## src/rtl/sisc_pkg.sv

```systemverilog
// sisc_pkg: shared types and defaults for the SISC memory arbiter.
//   arb_state_t : arbiter state encoding (IDLE, ACCESS, RESP)
//   owner_t     : which requester holds the current access (OWN_IF, OWN_DM)
//   SISC_ADDR_W / SISC_DATA_W : default address and data widths
package sisc_pkg;

  localparam int SISC_ADDR_W = 16;
  localparam int SISC_DATA_W = 32;

  typedef enum logic [1:0] {
    IDLE   = 2'b00,
    ACCESS = 2'b01,
    RESP   = 2'b10
  } arb_state_t;

  typedef enum logic {
    OWN_IF = 1'b0,
    OWN_DM = 1'b1
  } owner_t;

endpackage

```

## src/rtl/arb_streak.sv

```systemverilog
// arb_streak: data-grant streak counter and winner selection for mem_arb.
// Data requests normally win, but after MAX_DM_STREAK consecutive data
// grants taken while fetch was waiting, fetch gets the next slot.
// Ports:
//   clk, rst_f        clock, asynchronous active-low reset
//   if_req, dm_req    current requests (only meaningful while the arbiter is idle)
//   grant             a grant is issued at this clock edge
//   grant_owner       requester receiving that grant
//   dm_wins           data side wins if a grant is issued now
module arb_streak
  import sisc_pkg::*;
#(
  parameter int MAX_DM_STREAK = 3
) (
  input  logic   clk,
  input  logic   rst_f,
  input  logic   if_req,
  input  logic   dm_req,
  input  logic   grant,
  input  owner_t grant_owner,
  output logic   dm_wins
);

  localparam int SW = (MAX_DM_STREAK < 1) ? 1 : $clog2(MAX_DM_STREAK + 1);
  localparam logic [SW-1:0] STREAK_MAX = SW'(MAX_DM_STREAK);

  logic [SW-1:0] streak;
  logic          at_limit;

  assign at_limit = (streak == STREAK_MAX);

  // Fetch only pre-empts data once the streak has reached its limit.
  assign dm_wins = dm_req && !(if_req && at_limit);

  always_ff @(posedge clk or negedge rst_f) begin
    if (!rst_f) begin
      streak <= '0;
    end else if (grant) begin
      if (grant_owner == OWN_DM && if_req) begin
        if (!at_limit) begin
          streak <= streak + 1'b1;
        end
      end else begin
        // Any fetch grant, or a data grant with nobody waiting, restarts the count.
        streak <= '0;
      end
    end
  end

endmodule

```

## src/rtl/mem_arb.sv

```systemverilog
// mem_arb: arbiter sharing the single-ported SISC memory between
// instruction fetch (if_*) and data load/store (dm_*).
// Requests are sampled only in IDLE; the winner's address/we/wdata are
// latched, the access is held until mem_ready, and the owner then gets a
// one-cycle rvalid pulse. Throughput is at most one access per 3 cycles.
// Ports:
//   clk, rst_f                      clock, asynchronous active-low reset
//   if_req/if_addr                  fetch request (held until if_gnt)
//   if_gnt/if_rvalid/if_rdata       fetch grant pulse, data-valid pulse, last fetched word
//   dm_req/dm_we/dm_addr/dm_wdata   data request (held until dm_gnt)
//   dm_gnt/dm_rvalid/dm_rdata       data grant pulse, completion pulse, last loaded word
//   mem_en/mem_we/mem_addr/mem_wdata  memory-side access controls (registered)
//   mem_rdata/mem_ready             memory read data and completion strobe
//   busy                            state is not IDLE
//   err                             timeout abort pulse
// Build option: define MEM_ARB_TIMEOUT_EN to abort an access after TIMEOUT
// ACCESS cycles without mem_ready (owner rvalid and err pulse together).
// Without it ACCESS waits indefinitely and err is constant 0.
module mem_arb
  import sisc_pkg::*;
#(
  parameter int ADDR_W        = SISC_ADDR_W,
  parameter int DATA_W        = SISC_DATA_W,
  parameter int MAX_DM_STREAK = 3,
  parameter int TIMEOUT       = 15
) (
  input  logic              clk,
  input  logic              rst_f,
  input  logic              if_req,
  input  logic [ADDR_W-1:0] if_addr,
  output logic              if_gnt,
  output logic              if_rvalid,
  output logic [DATA_W-1:0] if_rdata,
  input  logic              dm_req,
  input  logic              dm_we,
  input  logic [ADDR_W-1:0] dm_addr,
  input  logic [DATA_W-1:0] dm_wdata,
  output logic              dm_gnt,
  output logic              dm_rvalid,
  output logic [DATA_W-1:0] dm_rdata,
  output logic              mem_en,
  output logic              mem_we,
  output logic [ADDR_W-1:0] mem_addr,
  output logic [DATA_W-1:0] mem_wdata,
  input  logic [DATA_W-1:0] mem_rdata,
  input  logic              mem_ready,
  output logic              busy,
  output logic              err
);

  arb_state_t state;
  owner_t     owner;
  owner_t     next_owner;
  logic       any_req;
  logic       grant;
  logic       dm_wins;

  assign any_req    = if_req | dm_req;
  assign grant      = (state == IDLE) && any_req;
  assign next_owner = dm_wins ? OWN_DM : OWN_IF;
  assign busy       = (state != IDLE);

  arb_streak #(
    .MAX_DM_STREAK(MAX_DM_STREAK)
  ) u_streak (
    .clk        (clk),
    .rst_f      (rst_f),
    .if_req     (if_req),
    .dm_req     (dm_req),
    .grant      (grant),
    .grant_owner(next_owner),
    .dm_wins    (dm_wins)
  );

`ifdef MEM_ARB_TIMEOUT_EN
  localparam int WAIT_W = (TIMEOUT < 2) ? 1 : $clog2(TIMEOUT + 1);
  localparam logic [WAIT_W-1:0] WAIT_LAST = WAIT_W'(TIMEOUT - 1);

  logic [WAIT_W-1:0] wait_cnt;
  logic              timed_out;

  // wait_cnt holds the number of completed ACCESS cycles, so the abort
  // happens at the edge that ends the TIMEOUT-th cycle.
  assign timed_out = (wait_cnt == WAIT_LAST);
`else
  assign err = 1'b0;
`endif

  always_ff @(posedge clk or negedge rst_f) begin
    if (!rst_f) begin
      state     <= IDLE;
      owner     <= OWN_IF;
      if_gnt    <= 1'b0;
      dm_gnt    <= 1'b0;
      if_rvalid <= 1'b0;
      dm_rvalid <= 1'b0;
      if_rdata  <= '0;
      dm_rdata  <= '0;
      mem_en    <= 1'b0;
      mem_we    <= 1'b0;
      mem_addr  <= '0;
      mem_wdata <= '0;
`ifdef MEM_ARB_TIMEOUT_EN
      wait_cnt  <= '0;
      err       <= 1'b0;
`endif
    end else begin
      // Grants and completions are single-cycle pulses.
      if_gnt    <= 1'b0;
      dm_gnt    <= 1'b0;
      if_rvalid <= 1'b0;
      dm_rvalid <= 1'b0;
`ifdef MEM_ARB_TIMEOUT_EN
      err       <= 1'b0;
`endif
      case (state)
        IDLE: begin
          if (any_req) begin
            state  <= ACCESS;
            owner  <= next_owner;
            mem_en <= 1'b1;
`ifdef MEM_ARB_TIMEOUT_EN
            wait_cnt <= '0;
`endif
            if (dm_wins) begin
              dm_gnt    <= 1'b1;
              mem_we    <= dm_we;
              mem_addr  <= dm_addr;
              mem_wdata <= dm_wdata;
            end else begin
              if_gnt    <= 1'b1;
              mem_we    <= 1'b0;
              mem_addr  <= if_addr;
              mem_wdata <= '0;
            end
          end
        end

        ACCESS: begin
          if (mem_ready) begin
            state  <= RESP;
            mem_en <= 1'b0;
            mem_we <= 1'b0;
            if (owner == OWN_IF) begin
              if_rvalid <= 1'b1;
              if_rdata  <= mem_rdata;
            end else begin
              dm_rvalid <= 1'b1;
              // Stores complete without disturbing the last load value.
              if (!mem_we) begin
                dm_rdata <= mem_rdata;
              end
            end
          end
`ifdef MEM_ARB_TIMEOUT_EN
          else if (timed_out) begin
            state  <= RESP;
            mem_en <= 1'b0;
            mem_we <= 1'b0;
            err    <= 1'b1;
            if (owner == OWN_IF) begin
              if_rvalid <= 1'b1;
            end else begin
              dm_rvalid <= 1'b1;
            end
          end else begin
            wait_cnt <= wait_cnt + 1'b1;
          end
`endif
        end

        RESP: begin
          state <= IDLE;
        end

        default: begin
          state <= IDLE;
        end
      endcase
    end
  end

endmodule

```

## config.mk

```make
export PLATFORM = sky130hd
export DESIGN_NAME = mem_arb
export DESIGN_NICKNAME = d
export VERILOG_FILES = /design/src/rtl/sisc_pkg.sv /design/src/rtl/arb_streak.sv /design/src/rtl/mem_arb.sv
export SDC_FILE = /design/constraint.sdc
export NUM_CORES = 1
export LEC_CHECK = 0
export ABC_CLOCK_PERIOD_IN_PS = 3480
export CAP_MARGIN = 20
export CORE_UTILIZATION = 60
export DETAILED_ROUTE_END_ITERATION = 12
export DONT_BUFFER_PORTS = 1
export PLACE_DENSITY_LB_ADDON = 0.3
export SLEW_MARGIN = 25
export SYNTH_ARGS = -nofsm -noshare
export SYNTH_HDL_FRONTEND = slang
export SYNTH_SLANG_ARGS = --single-unit
```

## constraint.sdc

```tcl
create_clock -name clk -period 3.48 [get_ports clk]
set_input_delay 0.522 -clock clk [delete_from_list [all_inputs] [get_ports clk]]
set_output_delay 0.522 -clock clk [all_outputs]
set_load 0.005 [all_outputs]
```

Word-level counts from Yosys, hierarchy flattened
Cells that the tools add are included.
{ "word_totals": {"reg_bits": 123, "inputBits": 102, "output_inout_bits": 120, "wordCells": 61} }
{ "classes": {"addsub": 1, "n_eq_ne": 5, "muxes": 25, "n_bitwise": 3, "reduce_logical": 14} }
{ "op_table": {"columns": ["op", "n"], "rows": [
  ["32-bit two-way mux", 1],
  ["1-bit two-way mux", 16],
  ["16-bit two-way mux", 1],
  ["2-bit two-way mux", 4],
  ["2-bit != test (second input constant)", 3],
  ["2-bit AND reduction", 3],
  ["3-bit AND reduction", 2],
  ["1-bit logical AND", 4],
  ["1-bit one-hot mux with 2 select lines", 2],
  ["2-bit one-hot mux with 2 select lines", 1],
  ["4-bit AND reduction", 1],
  ["2-bit nonzero test", 2],
  ["2-bit by 1-bit adder with 2-bit output (second input constant)", 1],
  ["2-bit by 1-bit equality test with 1-bit output (second input constant)", 1],
  ["2-bit equality test (second input constant)", 1],
  ["2-bit logical NOT", 1],
  ["1-bit inverter", 2],
  ["1-bit logical NOT", 1],
  ["1-bit OR", 1]
]} }

Logic depth before layout (Yosys ltp)
{ "logic_depth": {"ltp_word": 8, "ltp_mapped": 6, "ltp_nobuf": 4} }

Hierarchy
A second synthesis with hierarchy kept.
{ "hier_totals": {"cells_unflattened": 394, "area_unflattened_um2": 5082.4} }
{ "by_module_without_submodules": {"columns": ["mod", "instances", "cells_per_inst", "area_per_inst_um2", "seq_area_each_um2"], "rows": [
  ["mem_arb", 1, 382, 4961.0, 3027.9],
  ["arb_streak", 1, 12, 121.4, 50.0]
]} }

Worst setup path before layout
No wires, ideal clock.
{ "synth_timing": {"kind": "register to register", "from": "reg u_streak.streak[0]", "to": "reg mem_addr[10]", "setup_ns": 0.126, "t_arrival_ns": 1.433, "t_required_ns": 3.354, "setup_slack_ns": 1.921, "path_stages_with_launch": 7, "path_buffers": 2, "period_less_slack_ns": 1.559, "cell_sequence": "dfrtp_1 -> ha_1 -> nand2b_1 -> and3_1 -> buf_6 -> buf_2 -> a221o_1"} }
{ "synth_via": {"elab_chain_len": 5} }
{ "synth_lines": {"columns": ["item", "line", "rtl"], "rows": [
  ["start: declaration", "arb_streak.sv:27", "logic [SW-1:0] streak;"],
  ["start signal: assignment", "arb_streak.sv:41", "streak <= streak + 1'b1;"],
  ["2-bit equality test", "arb_streak.sv:30", "assign at_limit = (streak == STREAK_MAX);"],
  ["1-bit logical AND", "arb_streak.sv:33", "assign dm_wins = dm_req && !(if_req && at_limit);"],
  ["1-bit logical NOT", "arb_streak.sv:33", null],
  ["1-bit logical AND", "arb_streak.sv:33", null],
  ["16-bit two-way mux", "mem_arb.sv:125", "if (dm_wins) begin"],
  ["end signal: assignment", "mem_arb.sv:128", "mem_addr <= dm_addr;"],
  ["end signal: assignment", "mem_arb.sv:133", "mem_addr <= if_addr;"],
  ["end: declaration", "mem_arb.sv:43", "output logic [ADDR_W-1:0] mem_addr,"]
]} }
No other way between the ends.
A chain may end at the register's enable or synchronous reset.

Worst setup path after layout
{ "layout_timing": {"from": "reg state[1]", "to": "reg dm_rdata[13]"} }
{ "layout_via": {"elab_chain_len": 2} }
{ "layout_lines": {"columns": ["item", "line", "rtl"], "rows": [
  ["start: declaration", "mem_arb.sv:51", "arb_state_t state;"],
  ["start signal: assignment", "mem_arb.sv:91", "state <= IDLE;"],
  ["start signal: assignment", "mem_arb.sv:119", "state <= ACCESS;"],
  ["start signal: assignment", "mem_arb.sv:141", "state <= RESP;"],
  ["2-bit by 1-bit equality test with 1-bit output", "mem_arb.sv:116", "case (state)"],
  ["4-bit AND reduction (no source line)", null, null],
  ["end signal: assignment", "mem_arb.sv:151", "dm_rdata <= mem_rdata;"],
  ["end: declaration", "mem_arb.sv:40", "output logic [DATA_W-1:0] dm_rdata,"]
]} }
No other way between the ends.

==> run_results.csv <==
group,metric,value,unit
outcome,outcome,"complete, no violations",
final_layout,utilization,72.30,%
sta,tightest_slew,0.8859,ns
floorplan,io_pins,222,
worst_setup_path,rrSetupSlack,1.52,ns
yosys,synth_top_family_by_area,"multiplexers",
sta,max_freq,510.9,MHz
detailed_routing,drc,0,
yosys,synthDistinctLibCells,30,
yosys,yosys.area.top_type,"dfrtp_1",
global_routing,antenna_found_initial,0,
yosys,yosys.area.top_type_share,65.48,%
worst_setup_path,start_kind,"register",
yosys,synth_mux_area_share,15.33,%
detailed_routing,ant_nets,0,
sta,relSlewSlack,40.94,%
worst_setup_path,cp_max_fo,22,
power,power,5.628,mW
global_routing,grt_pass1_wl,15250,µm
sta,hold_ws,0.1302,ns
final_layout,regArea,3078,µm²
detailed_routing,vias_per_cell,6.285,
sta,fin_crit,1.957,ns
detailed_routing,avgRoutedWirePerCell,22.77,µm
yosys,synth-xor-area-share,0,%
yosys,avgSynthCellArea,15.51,µm²
power,irDropWorstVdd,0.0005038,V
final_layout,fin_cells,417,
detailed_routing,dr.pass1.iters,4,
global_routing,grt.overflow.total,0,
clock_tree,cts_max_level,4,
detailed_routing,dr.first_iter.drc_count,94,
sta,period_share,56.25,%
clock_tree,clock_sinks,123,
yosys,synth-edff-count,0,
placement,hpwlAfterDp,6501,µm
final_layout,nNetsFinal,408,
final_layout,final_area,5356,µm²
clock_tree,postCtsHoldBufs,2,
final_layout,n_antenna_cell,0,
clock_tree,clk_pin_slew,0.06,ns
yosys,synth-simple-area-share,2.608,%
yosys,synth_compound_area_share,12.75,%
worst_setup_path,crit_required,3.87,ns
hold_path,holdCritPathClass,"input port to register",
yosys,ys_seq_area_share,65.48,%
power,powerDensity,1051,nW/µm²
placement,io_buffers,0,
yosys,synth_area,4701,µm²
final_layout,syn_to_final_growth,13.95,%
power,leakage,2.413,nW
floorplan,die-area,8193,µm²
placement,post-place-ws,1.458,ns
placement,routabilityCongestion,0.7083,
yosys,synth_area_leaders,"dfrtp_1 65%, mux2_2 15%, a22o_1 6.1%",
yosys,synthTopCellsByCount,"123 x dfrtp_1, 62 x mux2_2, 33 x a22o_1",
placement,placed_area,4696,µm²
yosys,async_flop_share,100.0,%
worst_setup_path,end_kind,"register",
clock_tree,numCtsBuffers,17,
sta,fin_tns_setup,0,ns
worst_setup_path,cp.arrival,2.35,ns
global_routing,grt_usage,24.74,%
worst_setup_path,critical_path_class,"register to register",
yosys,synth_ff_type,"dfrtp_1",
sta,layout_setup_ws,1.523,ns
sta,hold_violations,0,
run,drv_cap,0,
placement,place_inst,383,
global_routing,grt_max_degree,124,
yosys,yosysWarningCount,0,
floorplan,die_y,90.52,µm
sta,rsz0062_at_grt,"no",
sta,final_max_slew_viol_count,0,
clock_tree,postCtsSetupRepairBufs,0,
sta,fin_worst_skew,0.007421,ns
yosys,yosysMostFrequentCell,"dfrtp_1",
final_layout,nFillCells,476,
clock_tree,cts_resized,0,
floorplan,row_count,31,
yosys,syn_inst,303,
clock_tree,clk_latency,0.51,ns
clock_tree,clk_path_buf_depth,2,
detailed_routing,vias,2621,
clock_tree,cts_tree,"built",
clock_tree,ctsRootBufferMaster,"clkbuf_8",
yosys,synth_adder_area_share,0.2662,%
final_layout,drive_above_1_share,32.39,%
yosys,ys_ff_latch,123,
floorplan,core_area,7408,µm²
detailed_routing,routed_wl,9496,µm
sta,setup_viol,0,
floorplan,start_util,63.45,%
final_layout,multi_input_area,1460,µm²
yosys,syn-num-nets,406,
floorplan,die_w,90.52,µm
global_routing,grt_pass1_vias,2870,
flip-flops by register name, summed over array words and instances (netlist names):
register and cells:
u_streak.streak 2, if_rvalid 1, mem_en 1, if_rdata 32, mem_we 1, dm_rdata 32
if_gnt 1, mem_wdata 32, state 2, dm_rvalid 1, owner 1, dm_gnt 1
mem_addr 16
worst max-delay path, cell delays in order, from the launching register on:
cell      delay (ns)
dfrtp_1         0.39
nand3b_4        0.20
nor3_4          0.46
buf_4           0.40
mux2_2          0.39
power breakdown:
part           leakage, nW  switching, mW  internal, mW
registers             1.51          0.565          2.11
clock network        0.293          0.622          1.18
logic                0.607          0.491         0.658
total                 2.41           1.68          3.95
area by class of cell:
cell class,instances,share of cell area (%)
Timing Repair Buffer,5,1.121
Clock inverter,14,3.644
Tap cell,99,2.313
Multi-Input combinational cell,155,27.26
Clock buffer,18,7.989
Inverter,3,0.2102
Sequential cell,123,57.46
path summary, 6_finish.rpt:
check	from	endpoint	cells past startpoint
max in group asynchronous	rst_f	mem_wdata[24]$_DFFE_PN0P_	2
hold reg to reg	dm_rdata[17]$_DFFE_PN0P_	dm_rdata[17]$_DFFE_PN0P_	1
hold / removal	mem_ready	state[0]$_DFFE_PN0P_	1
min in group asynchronous	rst_f	if_rdata[19]$_DFFE_PN0P_	2
setup reg to reg	state[1]$_DFFE_PN0P_	dm_rdata[13]$_DFFE_PN0P_	4
setup / recovery	state[1]$_DFFE_PN0P_	dm_rdata[13]$_DFFE_PN0P_	4
cells in the final DEF, fill, tap and decap left out, drive strengths merged, types with 2 or more instances in the layout:
master / Yosys / routed
o21ai: 2 / 2
clkinvlp: 0 / 4
a221o: 16 / 16
clkbuf: 1 / 18
nand2: 5 / 5
mux2: 64 / 64
bufinv: 0 / 4
inv: 3 / 4
buf: 21 / 4
nor3: 2 / 2
a21boi: 16 / 16
clkinv: 0 / 5
nand2b: 2 / 2
dfrtp: 123 / 123
a22o: 33 / 33
and3: 2 / 2
nor2: 4 / 4
logic make-up (layout without fill, tap and decap cells):
family,after synthesis,count (layout)
other cells,1,1
fa+ha+maj,1,1
buf+inv,25,40
simple gates,19,19
compound gates,70,70
mux,64,64
flops,123,123
per-layer routing:
metal	track usage (%)	routed length, µm	vias to the layer above
met5	0	0	-
met3	9.848	957	21
met4	13.98	286	0
li1	-	-	1126
met1	27.85	3466	1309
met2	40.03	4785	165
Note: power is estimated with default switching activity, not from simulation.
